===== src/rtl/bounce_gen_pkg.sv =====
// Shared types and LFSR constants for the bounce_gen switch-bounce emulator.
package bounce_gen_pkg;

    typedef enum logic [1:0] {
        ST_IDLE   = 2'd0,
        ST_BOUNCE = 2'd1,
        ST_DONE   = 2'd2
    } state_e;

    localparam int          LfsrWidth       = 16;
    // Galois taps for x^16 + x^14 + x^13 + x^11 + 1, right-shifting form.
    localparam logic [15:0] LfsrPoly        = 16'hB400;
    localparam logic [15:0] LfsrDefaultSeed = 16'hACE1;

    // An all-zero LFSR would lock up, so a zero seed is replaced by 1.
    function automatic logic [LfsrWidth-1:0] lfsr_safe_seed(input logic [LfsrWidth-1:0] seed);
        return (seed == '0) ? LfsrWidth'(1) : seed;
    endfunction

    function automatic logic [LfsrWidth-1:0] lfsr_next(input logic [LfsrWidth-1:0] cur);
        return (cur >> 1) ^ (cur[0] ? LfsrPoly : '0);
    endfunction

endpackage


===== src/rtl/bounce_gen_lfsr16.sv =====
// 16-bit Galois LFSR with enable; advances only when en_i is high.
module lfsr16
    import bounce_gen_pkg::*;
#(
    parameter logic [LfsrWidth-1:0] Seed = LfsrDefaultSeed
) (
    input  logic                 clk_i,
    input  logic                 rst_i,
    input  logic                 en_i,
    output logic [LfsrWidth-1:0] lfsr_o
);

    logic [LfsrWidth-1:0] lfsr_q;
    logic [LfsrWidth-1:0] lfsr_d;

    always_comb begin
        lfsr_d = lfsr_q;
        if (en_i) begin
            lfsr_d = lfsr_next(lfsr_q);
        end
    end

    always_ff @(posedge clk_i or posedge rst_i) begin
        if (rst_i) begin
            lfsr_q <= lfsr_safe_seed(Seed);
        end else begin
            lfsr_q <= lfsr_d;
        end
    end

    assign lfsr_o = lfsr_q;

endmodule


===== src/rtl/bounce_gen.sv =====
// Mechanical switch emulator: a level-change request makes sw_o chatter for a
// fixed time, then settle. BOUNCE_GEN_RANDOM_EN selects LFSR-driven chatter.
module bounce_gen
    import bounce_gen_pkg::*;
#(
    parameter int unsigned          ClkFreq      = 100_000_000,
    parameter int unsigned          BounceTimeUs = 2000,
    parameter int unsigned          SegLog2      = 4,
    parameter logic [LfsrWidth-1:0] LfsrSeed     = LfsrDefaultSeed
) (
    input  logic clk_i,
    input  logic rst_i,
    input  logic req_valid_i,
    input  logic req_level_i,
    output logic req_ready_o,
    output logic sw_o,
    output logic busy_o,
    output logic done_tick_o
);

    localparam longint unsigned BounceCyclesL =
        (64'(ClkFreq) * 64'(BounceTimeUs)) / 64'd1_000_000;
    localparam int unsigned BounceCycles = 32'(BounceCyclesL);
    localparam int          CntW         = $clog2(BounceCycles + 1);
    localparam int          SegW         = SegLog2 + 1;

    if (BounceCycles < 2 || SegLog2 < 1) begin : g_bad_cfg
        $error("bounce_gen: bounce time must span >= 2 cycles and SegLog2 must be >= 1");
    end

    // Handshake: a request transfers on a rising edge where req_valid_i and
    // req_ready_o are both high; ready is high exactly while the FSM is idle,
    // and valid seen in any other state is dropped, not queued.
    state_e          state_q, state_d;
    logic            sw_q, sw_d;
    logic            done_q, done_d;
    logic            target_q, target_d;
    logic [CntW-1:0] cnt_q, cnt_d;
    logic [SegW-1:0] seg_q, seg_d;
    logic [SegW-1:0] seg_reload;
    logic            toggle_en;

`ifdef BOUNCE_GEN_RANDOM_EN
    logic [LfsrWidth-1:0] lfsr;

    lfsr16 #(
        .Seed (LfsrSeed)
    ) u_lfsr (
        .clk_i  (clk_i),
        .rst_i  (rst_i),
        .en_i   (state_q == ST_BOUNCE),
        .lfsr_o (lfsr)
    );

    assign seg_reload = SegW'(lfsr[SegLog2-1:0]) + SegW'(1);
    assign toggle_en  = lfsr[0];
`else
    assign seg_reload = SegW'(1) << SegLog2;
    assign toggle_en  = 1'b1;
`endif

    always_comb begin
        state_d  = state_q;
        sw_d     = sw_q;
        done_d   = 1'b0;
        target_d = target_q;
        cnt_d    = cnt_q;
        seg_d    = seg_q;
        case (state_q)
            ST_IDLE: begin
                if (req_valid_i) begin
                    target_d = req_level_i;
                    if (req_level_i == sw_q) begin
                        state_d = ST_DONE;
                        done_d  = 1'b1;
                    end else begin
                        state_d = ST_BOUNCE;
                        cnt_d   = CntW'(BounceCycles);
                        seg_d   = seg_reload;
                    end
                end
            end
            ST_BOUNCE: begin
                // The settle deadline overrides any segment expiring on the same cycle.
                if (cnt_q == CntW'(1)) begin
                    sw_d    = target_q;
                    state_d = ST_DONE;
                    done_d  = 1'b1;
                    cnt_d   = '0;
                    seg_d   = '0;
                end else begin
                    cnt_d = cnt_q - CntW'(1);
                    if (seg_q == SegW'(1)) begin
                        if (toggle_en) begin
                            sw_d = ~sw_q;
                        end
                        seg_d = seg_reload;
                    end else begin
                        seg_d = seg_q - SegW'(1);
                    end
                end
            end
            ST_DONE: begin
                state_d = ST_IDLE;
            end
            default: begin
                state_d = ST_IDLE;
            end
        endcase
    end

    always_ff @(posedge clk_i or posedge rst_i) begin
        if (rst_i) begin
            state_q  <= ST_IDLE;
            sw_q     <= 1'b0;
            done_q   <= 1'b0;
            target_q <= 1'b0;
            cnt_q    <= '0;
            seg_q    <= '0;
        end else begin
            state_q  <= state_d;
            sw_q     <= sw_d;
            done_q   <= done_d;
            target_q <= target_d;
            cnt_q    <= cnt_d;
            seg_q    <= seg_d;
        end
    end

    assign req_ready_o = (state_q == ST_IDLE);
    assign busy_o      = (state_q != ST_IDLE);
    assign sw_o        = sw_q;
    assign done_tick_o = done_q;

endmodule


===== config.mk =====
export PLATFORM = sky130hd
export DESIGN_NAME = bounce_gen
export DESIGN_NICKNAME = d
export VERILOG_FILES = /design/src/rtl/bounce_gen_pkg.sv /design/src/rtl/bounce_gen_lfsr16.sv /design/src/rtl/bounce_gen.sv
export SDC_FILE = /design/constraint.sdc
export NUM_CORES = 1
export LEC_CHECK = 0
export ABC_AREA = 1
export CORE_ASPECT_RATIO = 0.8
export CORE_MARGIN = 2
export CORE_UTILIZATION = 40
export DETAILED_ROUTE_END_ITERATION = 6
export PLACE_DENSITY = 0.63
export RECOVER_POWER = 50
export SYNTH_ARGS = -nofsm -noshare
export SYNTH_HDL_FRONTEND = slang
export SYNTH_HIERARCHICAL = 1
export SYNTH_SLANG_ARGS = --single-unit

===== constraint.sdc =====
create_clock -name clk_i -period 1.2 [get_ports clk_i]
set_input_delay 0.24 -clock clk_i [delete_from_list [all_inputs] [get_ports clk_i]]
set_output_delay 0.24 -clock clk_i [all_outputs]
set_load 0.01 [all_outputs]

# Yosys cells after proc, flatten, opt, wreduce, memory -nomap -nowiden
# Index checks and enable logic that the tools add are counted.
# Widths: inputs -> output; s select.
# word_totals
regBits,28
word_cells,43
inputBits,4
# classes
n_eq_ne,7
addsub,2
mux,19
reduce_logical,8
n_bitwise,1
# op_table
cell,n
$mux 18,3
$pmux 18 s2,1
$mux 5,4
$eq 18x1->1 const B,1
$sub 18x1->18 const B,1
$pmux 5 s2,1
$mux 2,3
$ne 2x2->1 const B,3
$reduce_and 2->1,3
$reduce_bool 2->1,3
$eq 5x1->1 const B,1
$mux 1,5
$sub 5x1->5 const B,1
$pmux 2 s2,1
$reduce_and 3->1,1
$eq 2x1->1 const B,1
$logic_not 2->1,1
$pmux 1 s2,1
$eq 1x1->1,1
$not 1->1,1

# Longest topological paths before layout
# Gate-level depths: netlist of the first run.
# depth
ltp_word,4
mapped_depth,9
ltp_nobuf,9

# Least setup slack after synthesis of the first run
# No wires, ideal clock.
# synth_timing
kind,reg2reg
start,reg cnt_q[1]
end,reg cnt_q[12]
slack_ns,-0.116
path_stages_with_launch,8
setup_time_ns,0.125
t_required_ns,1.075
synth_period_minus_slack_ns,1.316
t_arrival_ns,1.191
cell_sequence,dfrtp_1 inv_1 ha_1 nand3_1 nor2_4 nand2_4 a21oi_4 nor2_1
# synth_via
elab_chain_len,3
word_cells_on_any_way,4
classes_between,add/sub (1); eq/ne (1); mux (2)
# synth_lines
item,line_no,source
from (decl),bounce_gen.sv:38,"logic [CntW-1:0] cnt_q, cnt_d;"
from (signal assigned),bounce_gen.sv:125,cnt_q <= cnt_d;
$sub 18x1->18 or $eq 18x1->1 (tied branches),"bounce_gen.sv:92, bounce_gen.sv:85",
$mux 18 *,bounce_gen.sv:85,if (cnt_q == CntW'(1)) begin
$pmux 18 s2 *,bounce_gen.sv:69,case (state_q)
# Mark *: on every way between the ends. The rest lies on a longest branch, timed or not.
# A chain may end at the register's enable or synchronous reset.

# Worst setup path after layout of the first run
# layout_timing
start,reg cnt_q[1]
end,reg cnt_q[6]
# Same word-level chain as after synthesis.

==> run metrics, run 1 <==
Initial Util between 40% and 50%; RSZ-0062 raised after global routing true; CTS Sinks 28; RR Startpoint cnt_q[1]$_DFFE_PP0P_; Synth top cells by count nand2_1, inv_1, dfrtp_1; Hold Path Origin seg_q[0]$_DFFE_PP0P_; Syn Area/Cell between 7 and 8 um^2; hpwl dp 3.164 mm; Compound-Gate Fraction of Synth Area 9.433%; CTS tree built; Buf+Inv Stages, Crit Path 2; hold_buf cts 0; Yosys reg bits 28; syn nets 246; Inserted Diodes 0; Post-synth top flop dfrtp_1; final WL ~4.8 mm; IO Pins 8; core outline area approximately 4200 um^2; row count 21; unique cell type count in the Yosys netlist 26; Post-Synth XOR/XNOR Area ~3.0%; multiplexer share of the synthesized area 0%; vias roughly 1800; Setup TNS -5.571 ns; area leader, netlist dfrtp_1; Synth area leaders dfrtp_1, nand2_1, inv_1; worst-margin pin slew approximately 0.73 ns; largest net degree at the start of global routing 29; drt wl/cell between 10 and 15 um; grt total ovfl 0; Slew HR approximately 50%; Clock Root Buffer clkbuf_8; Hold Violations, Final 0; register area share after synthesis ~40%; Pwr Density ~2000 nW/um^2; violated checks setup timing; Crit-path slowest cell dfrtp_1; Final setup viols 29; CP top delay family simple AND/OR/NAND/NOR gates; layout cell share with drive strength beyond 1 roughly two fifths; combinational family with the most area after synthesis simple AND/OR/NAND/NOR gates; Synth Warn # 6; outcome complete, but fails checks; Worst Setup Start Kind flip-flop; Detailed Route Iter0 Violations 84; fmax 684.0 MHz; Synth top area share about two fifths; PortBufs 7; RePlAce Congestion about 0.91; most common cell in the netlist nand2_1; crit path DAT ~1.6 ns; Num CTS Buffers 3; fin crit share 121.8%; Final Max Tran Viols 0; Final Critical Period 1.462 ns; first-pass GRT wire length 7.928 mm; worst-path fanout max 8; Max IR drop VDD 0.001439 V; setup ws final -0.2619 ns; H-Tree Level Count 1; GRT Util Overall roughly a fifth; Layout Nets around 320; vias in the first global route 1696; Die X-Extent 78.25 um; Pleak approximately 1.4 nW; Simple-Gate Fraction of Synth Area a little under two fifths; Worst EP required about 1.4 ns; Worst-Skew Late Latency ~0.28 ns; Crit. End Element flip-flop; clk_skew 0.006494 ns; DRT Pass-1 Iters 4; DRC 0; Max-Cap Viols 0; clk slew on worst S/H paths 0.10 ns; mapped cell area ~1800 um^2; crit-path max cell delay around 0.4 ns; CTS Buffer Depth 2; Synth async-reset ratio 100.0%; vias per cell roughly 4.8; Synth Instances 238; antenna viol nets, final 0; Die Y ~63 um; WS Path Type flip-flop to flip-flop; Min-Delay Path Class flip-flop to flip-flop; hold_ws about 0.51 ns; area delta synth->final 58.44%; Die Footprint between 4000 and 5000 um^2; Fill cells 330; Critical Path Start cnt_q[1]$_DFFE_PP0P_; crit-path cells inv_2, ha_4, nand3_4, nor2_4, buf_4, nand3_4, nand3_1, o21ai_1; initial antenna violation count 0; Adder-Cell Fraction of Synth Area 2.837%; most frequent cell on the critical path nand3_4; Post-synth EDFFs 0
==> placed cells by master, fill, tap and decap left out, types with 2 or more instances in the layout <==
master            n
xor2_1            4
inv_1            29
dfrtp_2           3
o21ai_2           2
a21oi_2           3
nand2_4           3
clkdlybuf4s50_1   2
inv_2             3
ha_4              2
buf_4            48
nand2_1          55
o21ai_0           5
nand3_1          16
dfrtp_1          25
buf_12            4
nand4_1           6
ha_1              2
nor2_2            7
o22ai_1           2
nor2_4           14
nor2_1           17
buf_6            11
o21ai_1           9
buf_2             2
nand3_4           4
nand2_2           6
nand2_8           2
nand3_2           3
a21oi_1           2
clkbuf_8          3
==> worst reg2reg max path, cell delays in order, from the launching register on <==
cell	delay [ns]
dfrtp_1	0.40
inv_2	0.10
ha_4	0.16
nand3_4	0.08
nor2_4	0.15
buf_4	0.14
nand3_4	0.12
nand3_1	0.12
o21ai_1	0.09
==> stage by stage <==
| step | area (um^2) | instances | setup slack, ns | util (%) | total power (W) |
|---|---|---|---|---|---|
| CTS | 2601 | 359 | -0.2205 | 61.88 | 0.005262 |
| global route | 2795 | 367 | -0.3696 | 66.49 | 0.006135 |
| detailed placement | 2290 | 345 | -0.4642 | 54.46 | 0.004014 |
| floorplan | 1787 | 238 | -0.09457 | - | 0.003004 |
| global placement | 2290 | 345 | -0.4239 | 54.46 | 0.003969 |
| finish | 2795 | 367 | -0.2619 | 66.49 | 0.005685 |
==> routing by layer <==
layer	track usage, %	share of wire [%]	vias up
li1	-	-	904
met1	29.14	48	825
met2	32.11	47	34
met3	3.438	3.7	10
met4	6.140	1.9	0
met5	0	0	-
==> where the power goes <==
| part | internal, W | switching (W) |
|---|---|---|
| combinational | 0.00162 | 0.00166 |
| clock | 0.000448 | 0.000323 |
| sequential | 0.00131 | 0.000326 |
| total | 0.00338 | 0.00231 |
==> state kept, by name, summed over array words and instances, names as in the netlist <==
| signal | cells |
|---|---|
| seg_q | 5 |
| done_tick_o | 1 |
| cnt_q | 18 |
| target_q | 1 |
| state_q | 2 |
| sw_o | 1 |
==> cells by family after synthesis <==
group | count (synthesis)
adders and majority gates | 4
and+or+nand+nor | 135
DFF | 28
buffers and inverters | 36
AOI/OAI and AO/OA | 29
xor gates and xnor gates | 6
==> path summary, 6_finish.rpt <==
kind / endpoint / slack (ns) / cells past startpoint
max: cnt_q[6]$_DFFE_PP0P_ / -0.26 / 8
min: seg_q[0]$_DFFE_PP0P_ / 0.51 / 1
max reg2reg: cnt_q[6]$_DFFE_PP0P_ / -0.26 / 8
min reg2reg: seg_q[0]$_DFFE_PP0P_ / 0.51 / 1
max in group asynchronous: cnt_q[8]$_DFFE_PP0P_ / 0.11 / 3
min in group asynchronous: cnt_q[9]$_DFFE_PP0P_ / 0.59 / 3
==> what timing repair did <==
| item | CTS | global route |
|---|---|---|
| resized for setup | 58 | 31 |
| endpoints found under the setup margin | 31 | 30 |
| pin swaps | 24 | 16 |
| cloned | 1 | 0 |
| setup buffers | 9 | 10 |
==> layout make-up <==
class | count | area, um^2 | area share [%]
Clock buffer | 3 | 41.29 | 1.477
Clock inverter | 1 | 30.03 | 1.074
Inverter | 33 | 128.9 | 4.611
Multi-Input combinational cell | 174 | 1174 | 41.99
Sequential cell | 28 | 704.4 | 25.20
Tap cell | 57 | 71.32 | 2.551
Timing Repair Buffer | 71 | 645.6 | 23.10
Power figures use the tool's default switching activity.
==> run 2: changes to the inputs <==
CTS_CLUSTER_DIAMETER = 50   (was not set)
PLACE_DENSITY = not set   (was 0.63)
PLACE_DENSITY_LB_ADDON = 0.05   (was not set)
==> run metrics, run 2 (same netlist as run 1, synthesis figures left out) <==
CTS Sinks 28 (unchanged); Detailed Route Iter0 Violations 76 (-9.5%); Min-Delay Path Class flip-flop to flip-flop; Worst EP required 1.36 ns (about the same); clk_skew 0.004396 ns (-0.002097 ns); Slew HR 50.64% (-0.65 points); Max-Cap Viols 0 (unchanged); hpwl dp 3.216 mm (+1.6%); hold_buf cts 0 (unchanged); Final Max Tran Viols 0 (unchanged); commonest cells after routing, fill and taps aside nand2_1, buf_4, inv_1; RSZ-0062 raised after global routing true; outcome complete, but fails checks; largest net degree at the start of global routing 29 (unchanged); antenna viol nets, final 0 (unchanged); setup ws final -0.2525 ns (+0.009443 ns); Worst Setup Start Kind flip-flop; Die Y 63.40 um (unchanged); GR met3 Demand/Resource 3.438% (unchanged); Fill cells 407 (+23%); Hold Violations, Final 0 (unchanged); Initial Util 41.96% (unchanged); H-Tree Level Count 1 (unchanged); vias per cell 4.771 (-1.2%); vias 1727 (-2.6%); Layout Nets 315 (-1.3%); worst-margin pin slew 0.7404 ns (+0.009781 ns); Final Critical Period 1.452 ns (-0.009443 ns); Inserted Diodes 0 (unchanged); worst-path fanout max 7 (-1); met1 usage 27.50% (-1.6 points); Worst-Skew Late Latency 0.27 ns (about the same); WS Path Type flip-flop to flip-flop; busiest grt layer met2; Biggest register cnt_q; fmax 688.5 MHz (+0.65%); Die Footprint 4961 um^2 (unchanged); crit path DAT 1.61 ns (-0.02 ns); Pleak 1.287 nW (-6.0%); IO Pins 8 (unchanged); Crit. End Element flip-flop; violated checks setup timing; layout cell share with drive strength beyond 1 37.70% (-4.2 points); core outline area 4204 um^2 (unchanged); initial antenna violation count 0 (unchanged); row count 21 (unchanged); Final setup viols 28 (-3.4%); fin crit share 121.0% (-0.79 points); placed instance count 344 (-0.29%); PortBufs 7 (unchanged); met2 Resource Use GR 32.54% (+0.43 points); Pwr Density 1901 nW/um^2 (-6.5%); vias in the first global route 1625 (-4.2%); first-pass GRT wire length 7.617 mm (-3.9%); Clock Root Buffer clkbuf_8; drt wl/cell 12.77 um (-2.1%); CTS Buffer Depth 2 (unchanged); Die X-Extent 78.25 um (unchanged); Num CTS Buffers 3 (unchanged); final WL 4.623 mm (-3.4%); area delta synth->final 45.67%; filler-free cell count of the finished design 362 (-1.4%); most common cell after layout, fill and taps aside nand2_1; CTS tree built; DRC 0 (unchanged); GRT Util Overall 19.66% (-0.84 points); top flop regs cnt_q (18), seg_q (5), state_q (2); Max IR drop VDD 0.001471 V (+2.3%); RePlAce Congestion 0.8327 (-8.5%); Finished Core Util 61.13% (-5.4 points); max reg flops 18 (unchanged); DRT Pass-1 Iters 5 (+1); grt total ovfl 0 (unchanged); clk slew on worst S/H paths 0.10 ns (about the same)
[run 2: path summary, 6_finish.rpt]
| check | cells after the start | slack [ns] | startpoint | to |
|---|---|---|---|---|
| worst min register to register | 1 | 0.53 | seg_q[0]$_DFFE_PP0P_ | seg_q[0]$_DFFE_PP0P_ |
| worst min-delay path | 1 | 0.53 | seg_q[0]$_DFFE_PP0P_ | seg_q[0]$_DFFE_PP0P_ |
| min in group asynchronous | 3 | 0.61 | rst_i | cnt_q[1]$_DFFE_PP0P_ |
| max in group asynchronous | 3 | 0.07 | rst_i | cnt_q[8]$_DFFE_PP0P_ |
| worst max register to register | 7 | -0.25 | cnt_q[1]$_DFFE_PP0P_ | cnt_q[5]$_DFFE_PP0P_ |
| worst max-delay path | 7 | -0.25 | cnt_q[1]$_DFFE_PP0P_ | cnt_q[5]$_DFFE_PP0P_ |
[run 2: final cells by class]
cell class | count | area, um^2 | share of cell area [%]
Inverter | 33 | 126.4 | 4.917
Clock buffer | 3 | 41.29 | 1.607
Sequential cell | 28 | 703.2 | 27.36
Tap cell | 57 | 71.32 | 2.775
Timing Repair Buffer | 66 | 525.5 | 20.45
Multi-Input combinational cell | 175 | 1102 | 42.89
[run 2: power breakdown]
| group | switching [W] | internal (W) | total [W] |
|---|---|---|---|
| combinational | 0.00144 | 0.00134 | 0.00278 |
| clock | 0.000290 | 0.000226 | 0.000516 |
| sequential | 0.000289 | 0.00130 | 0.00159 |
[run 2: critical path, stage by stage, from the launching register on]
cell and delay [ns]:
dfrtp_1 0.40, inv_2 0.12, ha_4 0.16, nand3_4 0.08, nor2_4 0.15, nand2_4 0.10, a21oi_4 0.26, nor2_1 0.08
[run 2: stage by stage]
step | setup WS (ns) | cell area, um^2 | total power [W] | TNS (ns) | hold WS, ns
floorplan | -0.09457 | 1787 | 0.003004 | -1.158 | 0.3054
global placement | -0.4011 | 2257 | 0.003930 | -8.951 | 0.5055
detailed placement | -0.4405 | 2257 | 0.003960 | -9.660 | 0.5114
CTS | -0.2407 | 2431 | 0.004665 | -5.257 | 0.3105
global route | -0.3561 | 2570 | 0.005328 | -8.826 | 0.5555
finish | -0.2525 | 2570 | 0.004885 | -5.329 | 0.5327
[run 2: what timing repair did]
| item | CTS | global route |
|---|---|---|
| pin swaps | 8 | 11 |
| setup endpoints to repair | 31 | 31 |
| setup buffers | 9 | 7 |
| gates cloned | 0 | 1 |
| gates resized for setup | 33 | 33 |
[run 2: metal layers]
layer  part of all wire [%]  wire length, um  up-vias
met5                      0                0        -
met4                   0.50               23        0
met3                    1.8               81        2
met2                     47             2170       13
met1                     51             2348      812
li1                       -                -      900
==> run 3: changes to the inputs <==
CORE_ASPECT_RATIO = 0.75   (was 0.8)
RECOVER_POWER = not set   (was 50)
==> run metrics, run 3 (same netlist as run 1, synthesis figures left out) <==
outcome complete, but fails checks; violated checks setup timing; grt total ovfl 0 (unchanged); sequential power share 30.0% (-2.6 points); crit-path cells inv_2, ha_4, nand3_4, nor2_4, nand2_4, buf_12, nand2_1, nand2_1, nand2_1, nand2_1; Worst Setup Start Kind flip-flop; Max IR drop VDD 0.001332 V (-9.4%); crit-path max cell delay 0.42 ns (+0.02 ns); Fill cells 361 (-11%); Pwr Density 1994 nW/um^2 (+4.9%); CTS Buffer Depth 2 (unchanged); setup ws final -0.2205 ns (+0.03202 ns); hold_buf cts 0 (unchanged); PortBufs 7 (unchanged); IO Pins 8 (unchanged); Slew HR 79.86% (+29 points); vias 1709 (-1.0%); worst-path fanout max 5 (-2); final std cell area, no fill 2731 um^2 (+6.3%); vias per cell 4.734 (-0.77%); Initial Util 42.47% (+0.51 points); placed instance count 336 (-2.3%); DRT Pass-1 Iters 5 (unchanged); top flop regs cnt_q (18), seg_q (5), state_q (2); core outline area 4154 um^2 (-1.2%); row count 20 (-4.8%); Worst EP required 1.38 ns (+0.02 ns); Crit-path slowest cell dfrtp_1; filler-free cell count of the finished design 361 (-0.28%); Pleak 1.332 nW (+3.5%); Max-Cap Viols 0 (unchanged); fmax 704.0 MHz (+2.3%); Clock Root Buffer clkbuf_8; drt wl/cell 12.89 um (+0.91%); Hold Violations, Final 0 (unchanged); clk slew on worst S/H paths 0.10 ns (about the same); most common cell after layout, fill and taps aside nand2_1; hpwl dp 3.128 mm (-2.7%); Die X-Extent 80.69 um (+3.1%); WS Path Type flip-flop to flip-flop; Comb pwr share 59.0% (+2.2 points); vias in the first global route 1578 (-2.9%); Final Critical Period 1.420 ns (-0.03202 ns); Die Footprint 4963 um^2 (about the same); crit path DAT 1.60 ns (about the same); area delta synth->final 54.82%; Clock Power Share 11.1% (+0.5 points); sw frac 40.80% (-0.53 points); Int Pwr 0.003224 W (+12%); RSZ-0062 raised after global routing true; CTS tree built; fin crit share 118.4% (-2.7 points); max reg flops 18 (unchanged); Num CTS Buffers 3 (unchanged); layout cell share with drive strength beyond 1 43.79% (+6.1 points); Worst-Skew Late Latency 0.28 ns (about the same); final WL 4.652 mm (+0.63%); Die Y 61.52 um (-3.0%); Layout Nets 315 (unchanged); Biggest register cnt_q; DP Area 2210 um^2 (-2.1%); H-Tree Level Count 1 (unchanged); initial antenna violation count 0 (unchanged); NetSw 0.002222 W (+10%); Crit. End Element flip-flop; Min-Delay Path Class input pin to async pin; Inserted Diodes 0 (unchanged); CTS Sinks 28 (unchanged); first-pass GRT wire length 7.652 mm (+0.46%); worst-margin pin slew 0.3010 ns (-0.4394 ns); Detailed Route Iter0 Violations 97 (+28%); most frequent cell on the critical path nand2_1; commonest cells after routing, fill and taps aside nand2_1, buf_4, inv_1; antenna viol nets, final 0 (unchanged); GRT Util Overall 20.35% (+0.69 points); Setup TNS -4.575 ns (+0.7538 ns); RePlAce Congestion 0.8267 (-0.72%); largest net degree at the start of global routing 29 (unchanged); DRC 0 (unchanged); Final setup viols 29 (+3.6%); Final Max Tran Viols 0 (unchanged); clk_skew 0.003303 ns (-0.001094 ns)
## run 3: through the flow
stage	power [W]	utilization [%]	hold slack, ns	setup WS [ns]
floorplan	0.003004	-	0.3054	-0.09457
global placement	0.003864	53.19	0.5004	-0.3970
detailed placement	0.003864	53.19	0.5080	-0.4143
CTS	0.004851	61.02	0.2831	-0.2027
global route	0.005893	65.75	0.3145	-0.3385
finish	0.005445	65.75	0.2871	-0.2205
## run 3: final timing paths
kind | from | end | slack [ns] | cells past startpoint
hold / removal | rst_i | cnt_q[1]$_DFFE_PP0P_ | 0.29 | 3
setup reg to reg | cnt_q[1]$_DFFE_PP0P_ | sw_o$_DFFE_PP0P_ | -0.22 | 10
setup / recovery | cnt_q[1]$_DFFE_PP0P_ | sw_o$_DFFE_PP0P_ | -0.22 | 10
max in group asynchronous | rst_i | cnt_q[8]$_DFFE_PP0P_ | 0.74 | 3
min in group clk_i | target_q$_DFFE_PP0P_ | target_q$_DFFE_PP0P_ | 0.55 | 2
hold reg to reg | target_q$_DFFE_PP0P_ | target_q$_DFFE_PP0P_ | 0.55 | 2
## run 3: final cells by class
type,instances,area (um^2),area share (%)
Timing Repair Buffer,66,575.6,21.07
Sequential cell,28,704.4,25.79
Clock buffer,4,55.05,2.016
Tap cell,55,68.82,2.519
Inverter,33,126.4,4.627
Multi-Input combinational cell,175,1201,43.98
## run 3: repair_timing
action | in CTS | in global routing
pin swaps | 20 | 19
gates cloned | 1 | 0
resized for setup | 56 | 40
setup buffers | 16 | 6
endpoints found under the setup margin | 31 | 30
## run 3: metal layers
metal / vias to the layer above / track usage [%] / share of wire (%)
met1: 779 / 30.27 / 51
met2: 26 / 31.79 / 44
met4: 0 / 2.421 / 0.54
met3: 4 / 4.106 / 3.5
li1: 900 / - / -
met5: - / 0 / 0
## run 3: power groups by stage
| stage | Clock (W) | Sequential, W | Combinational (W) |
|---|---|---|---|
| after floorplan | 0 | 0.00160 | 0.00140 |
| after global placement | 0 | 0.00159 | 0.00227 |
| after detailed placement | 0 | 0.00160 | 0.00227 |
| after CTS | 0.000630 | 0.00161 | 0.00261 |
| after global routing | 0.000657 | 0.00167 | 0.00356 |
| final | 0.000603 | 0.00163 | 0.00321 |
## run 3: worst max-delay path: cells and delay by family, from the launching register on
kind | cells | cell delay (ns)
AND/OR/NAND/NOR | 7 | 0.50
flip-flops | 1 | 0.42
buffers and inverters | 2 | 0.26
adder cells (fa/ha/maj) | 1 | 0.15
==> edit 1, RTL diff (settings of run 1) <==
Build with the macro `BOUNCE_GEN_RANDOM_EN` defined.
--- a/src/rtl/bounce_gen.sv
+++ b/src/rtl/bounce_gen.sv
@@ -1,5 +1,7 @@
 // Mechanical switch emulator: a level-change request makes sw_o chatter for a
 // fixed time, then settle. BOUNCE_GEN_RANDOM_EN selects LFSR-driven chatter.
+`define BOUNCE_GEN_RANDOM_EN
+
 module bounce_gen
     import bounce_gen_pkg::*;
 #(
Check against the original RTL: same outputs for any inputs over 10 cycles, from zero or initial values and one cycle with rst_i high; that may be too few to reach the edited logic, so the function may still have changed.
==> edit 1 against run 1 <==
The run still ends with setup timing left; synthesized cell count up 52%; critical endpoint is now sw_o$_DFFE_PP0P_; total power up 64%; combinational power up 85%; global-route usage down 1.2 points; sequential cell count up 16; cell count up 47%; design area up 49%; area after synthesis up 56%; clock skew down 0.0019 ns; wire length up 62%; sequential power up 37%; count of clock-buffer cells in the layout up 3; worst setup slack better by 0.023 ns.
==> edit 1: results <==
group,metric,value,unit
run_status,status,"complete, but fails checks",
run_status,violations,"setup timing",
grt,grt_max_degree,29,
placed_design,place_congestion,0.823,
routing,drtIter0Drc,155,
clocking,cts_buffers,5,
routing,drt-pass1-iter-count,4,
synthesis,yosysUniqueCellTypes,29,
critical_path,rr_worst_depth,9,
routing,drt-total-wl,7740,um
timing,tightest_slew,0.746,ns
synthesis,async_reset_ff_frac,1.00,
grt,antenna_found_initial,0,
placed_design,place_hpwl,4890,um
finish,largest-register,"cnt_q",
synthesis,synthTopCellsByArea,"dfrtp_1 (33%), nand2_1 (14%), dfstp_2 (7.7%)",
critical_path,endpoint_kind,"flip-flop",
clocking,htreeDepth,2,
synthesis,mappedNetlistNets,370,
critical_path,arrival,1.69,ns
clocking,clk_latency,0.31,ns
routing,viasPerCell,5.04,
critical_path,r2r-start,"cnt_q[3]$_DFFE_PP0P_",
synthesis,yosysSeqAreaShare,0.405,
placed_design,io_buffers,7,
clocking,clk_pin_slew_worst_paths,0.09,ns
finish,diodes,0,
timing,layout_setup_ws,-0.239,ns
power_and_ir_drop,p_leak,2.00,nW
finish,layout-drive-gt1-share,0.507,
finish,areaGrowthSynthToFinish,52.0,%
min_path,hold_path_class,"input pin to asynchronous set/reset pin",
critical_path,r2r_end,"sw_o$_DFFE_PP0P_",
critical_path,cp_max_fo,4,
timing,fin_skew,0.00460,ns
synthesis,synth_common_cells,"nand2_1 (102), inv_1 (42), nor2_1 (39)",
finish,layout.nets,464,
clocking,clock_path_buffers,2,
grt,grt_use_total,0.193,
grt,grt_pass1_vias,2483,
placed_design,placement.cell_area,3490,sq um
clocking,clockRootBuffer,"clkbuf_8",
power_and_ir_drop,ir_worst_vdd,0.00143,V
grt,grt_overflow_total,0,
grt,grt_first_pass_wirelength,11700,um
finish,largest_reg_flops,18,
synthesis,yosysWarnings,6,
critical_path,startpoint,"cnt_q[3]$_DFFE_PP0P_",
finish,fillers,506,
timing,setup_viol_count_final,40,
==> edit 1: changes by cell type after synthesis, sizes merged, moves of 9 or more <==
| cell | run 1 | this run |
|---|---|---|
| a21oi | 6 | 15 |
| inv | 33 | 44 |
| nand2 | 66 | 112 |
| nand3 | 23 | 42 |
| nor2 | 39 | 53 |
| o21ai | 16 | 26 |
==> edit 1: report_power, final <==
group,total [mW],leakage (nW),switching (mW),internal (mW)
clock,1.02,0.0434,0.553,0.467
sequential,2.23,0.530,0.373,1.86
combinational,6.07,1.42,3.23,2.85
==> edit 1: cell families after synthesis <==
logic type / count (synthesis) / synth area share
AND/OR/NAND/NOR: 214 / 0.373
XOR/XNOR: 4 / 0.0128
flip-flops: 44 / 0.405
AO/OA/AOI/OAI: 42 / 0.0921
buffers and inverters: 52 / 0.0944
adder cells (fa/ha/maj): 5 / 0.0228
==> edit 1: layer usage <==
layer  up-vias  wire, um  global-route usage
met4         0       101              0.0676
li1       1339         -                   -
met2        65      3680               0.288
met3         9       361              0.0294
met1      1309      3590               0.286
met5         -         0                   0
==> edit 1: repair_timing <==
action | CTS | global route
setup buffers | 9 | 7
gates resized for setup | 59 | 87
pin swaps | 7 | 28
hold buffers | 0 | 0
setup endpoints to repair | 46 | 47
gates cloned | 1 | 2
==> edit 1: stage by stage <==
stage | std cells | TNS [ns] | worst slack (ns) | hold slack, ns | total power [mW]
final | 540 | -5.68 | -0.239 | 0.288 | 9.33
after global routing | 540 | -8.72 | -0.340 | 0.338 | 9.95
after CTS | 532 | -4.97 | -0.227 | 0.290 | 8.38
after detailed placement | 515 | -10.02 | -0.449 | 0.464 | 6.83
after global placement | 515 | -9.05 | -0.405 | 0.454 | 6.74
after floorplan | 361 | -0.968 | -0.0574 | 0.148 | 5.05
==> edit 1: worst max-delay path, stage by stage (launching register included) <==
cell     delay [ns]
dfrtp_2        0.46
nor2_4         0.18
nand3_2        0.12
nor2_4         0.16
buf_4          0.13
buf_4          0.09
nand3_1        0.06
nand2_1        0.08
nand2_1        0.05
nand2_1        0.05
==> edit 1: layout make-up <==
| type | instances | area share |
|---|---|---|
| flip-flops and latches | 44 | 0.268 |
| inverters | 44 | 0.0459 |
| well taps | 84 | 0.0252 |
| clock buffers | 6 | 0.0198 |
| clock inverters | 2 | 0.00360 |
| multi-input cells | 265 | 0.429 |
| repair buffers | 95 | 0.209 |
==> edit 2, RTL diff (settings of run 1) <==
Without the edit above. Make the reset (`rst_i`) synchronous in one clocked block.
--- a/src/rtl/bounce_gen.sv
+++ b/src/rtl/bounce_gen.sv
@@ -109,7 +109,7 @@
         endcase
     end
 
-    always_ff @(posedge clk_i or posedge rst_i) begin
+    always_ff @(posedge clk_i) begin
         if (rst_i) begin
             state_q  <= ST_IDLE;
             sw_q     <= 1'b0;
Check against the original RTL: differs if rst_i is asserted again (counterexample within 4 cycles, from zero or initial values and one cycle with rst_i high); with rst_i held inactive, the same outputs for 10 cycles.
==> edit 2 against run 1 <==
The flow still finishes with violations (setup timing); cell count rose by 3.0%; wire length decreased by 1.8%; combinational power down 45%; highest routed layer unchanged; sequential cell count stayed put; worst setup slack improved by 0.017 ns; synthesized cell count rose by 7.1%; critical endpoint is now cnt_q[2]$_SDFFE_PP0P_; design area shrank 5.1%; area after synthesis up 1.6%; worst hold slack lost 0.044 ns; critical path type unchanged; total power down 39%; utilization shrank 4.2 points; die area grew 1.5%; largest cell class unchanged; clock skew fell by 0.0021 ns.
==> edit 2: results <==
group,metric,value,unit
power_and_ir_drop,ir_worst_vdd,0.000856,V
clocking,clock_path_buffers,2,
clocking,clockRootBuffer,"clkbuf_8",
synthesis,synth_common_cells,"nand2_1 (58), nor2_1 (34), dfxtp_1 (28)",
grt,grt_pass1_vias,1786,
finish,diodes,0,
grt,grt_use_total,0.206,
routing,drt-pass1-iter-count,5,
grt,grt_use_met3,0.0367,
placed_design,place_congestion,0.851,
synthesis,async_reset_ff_frac,0,
grt,gr-usage-met1,0.292,
timing,setup_viol_count_final,28,
critical_path,cp_max_fo,7,
run_status,violations,"setup timing",
synthesis,ys.flop_type,"dfxtp_1",
placed_design,placement.cell_area,2320,sq um
grt,antenna_found_initial,0,
finish,layout.nets,330,
clocking,htreeDepth,1,
grt,grt_max_degree,16,
placed_design,dpl.cell_count,362,
critical_path,arrival,1.62,ns
placed_design,io_buffers,7,
synthesis,yosysSeqAreaShare,0.313,
grt,grt_first_pass_wirelength,8200,um
power_and_ir_drop,power.density,1300,nW/um^2
run_status,status,"complete, but fails checks",
finish,layout.cells.non_filler,378,
power_and_ir_drop,p_leak,1.18,nW
synthesis,yosysUniqueCellTypes,31,
timing,layout_setup_ws,-0.245,ns
grt,gr-usage-met2,0.324,
placed_design,place_hpwl,3360,um
clocking,clk_pin_slew_worst_paths,0.10,ns
routing,viasPerCell,4.70,
routing,wl_per_cell,12.4,um
min_path,hold_path_class,"flip-flop to flip-flop",
finish,fillers,388,
synthesis,yosysWarnings,6,
synthesis,synthTopCellsByArea,"dfxtp_1 (31%), nand2_1 (12%), nor2_1 (7.1%)",
timing,tightest_slew,0.242,ns
finish,top_regs,"cnt_q x18, seg_q x5, state_q x2",
clocking,clk_latency,0.28,ns
routing,drtIter0Drc,84,
finish,layout-drive-gt1-share,0.452,
clocking,cts_buffers,3,
timing,fin_skew,0.00444,ns
synthesis,synthCells,255,
## edit 2: logic make-up (layout without fill, tap and decap cells)
| family | count (synthesis) | after routing | synth area share |
|---|---|---|---|
| buf+inv | 34 | 99 | 0.0761 |
| fa+ha+maj | 4 | 4 | 0.0279 |
| compound gates | 24 | 24 | 0.0810 |
| simple gates | 160 | 161 | 0.478 |
| xor+xnor | 5 | 5 | 0.0244 |
| flops | 28 | 28 | 0.313 |
## edit 2: through the flow
stage / setup TNS, ns / setup slack (ns)
after detailed placement: -9.41 / -0.469
after global routing: -6.96 / -0.328
after global placement: -8.94 / -0.445
final: -4.63 / -0.245
after CTS: -4.26 / -0.204
after floorplan: -2.41 / -0.170
## edit 2: area by class of cell
type                       instances  area share
tap                               57      0.0269
timing repair buffer              65       0.210
multi-input combinational        194       0.484
sequential                        28       0.218
clock buffer                       4      0.0170
inverter                          30      0.0444
## edit 2: where the power goes
group	total (mW)	switching [mW]	internal, mW	leakage (nW)
logic	1.80	0.949	0.849	0.922
clock network	0.543	0.304	0.239	0.0228
registers	1.11	0.0864	1.03	0.234
## edit 2: worst paths after layout
kind | from | end | slack, ns | cells past startpoint
max | cnt_q[1]$_SDFFE_PP0P_ | cnt_q[2]$_SDFFE_PP0P_ | -0.24 | 11
min | seg_q[1]$_SDFFE_PP0P_ | seg_q[1]$_SDFFE_PP0P_ | 0.47 | 2
max reg2reg | cnt_q[1]$_SDFFE_PP0P_ | cnt_q[2]$_SDFFE_PP0P_ | -0.24 | 11
min reg2reg | seg_q[1]$_SDFFE_PP0P_ | seg_q[1]$_SDFFE_PP0P_ | 0.47 | 2
## edit 2: repair_timing
action | 4_1_cts | 5_1_grt
gates cloned | 1 | 0
pin swaps | 13 | 13
endpoints found under the setup margin | 31 | 29
buffers inserted | 4 | 7
resized for setup | 28 | 41
## edit 2: layer usage
layer	vias up	share of wire	wire length, um
met4	0	0.011	53
met3	4	0.048	224
met5	-	0	0
met2	23	0.44	2070
met1	800	0.50	2350
li1	951	-	-
## edit 2: worst max-delay path: stages (launching register included)
cell	delay, ns
dfxtp_2	0.34
inv_2	0.07
ha_4	0.14
inv_2	0.04
nor2_4	0.09
nand3_4	0.09
nor2_8	0.13
nand2_4	0.10
nand2_4	0.12
nand2_4	0.08
nand2_8	0.10
nor2_2	0.04
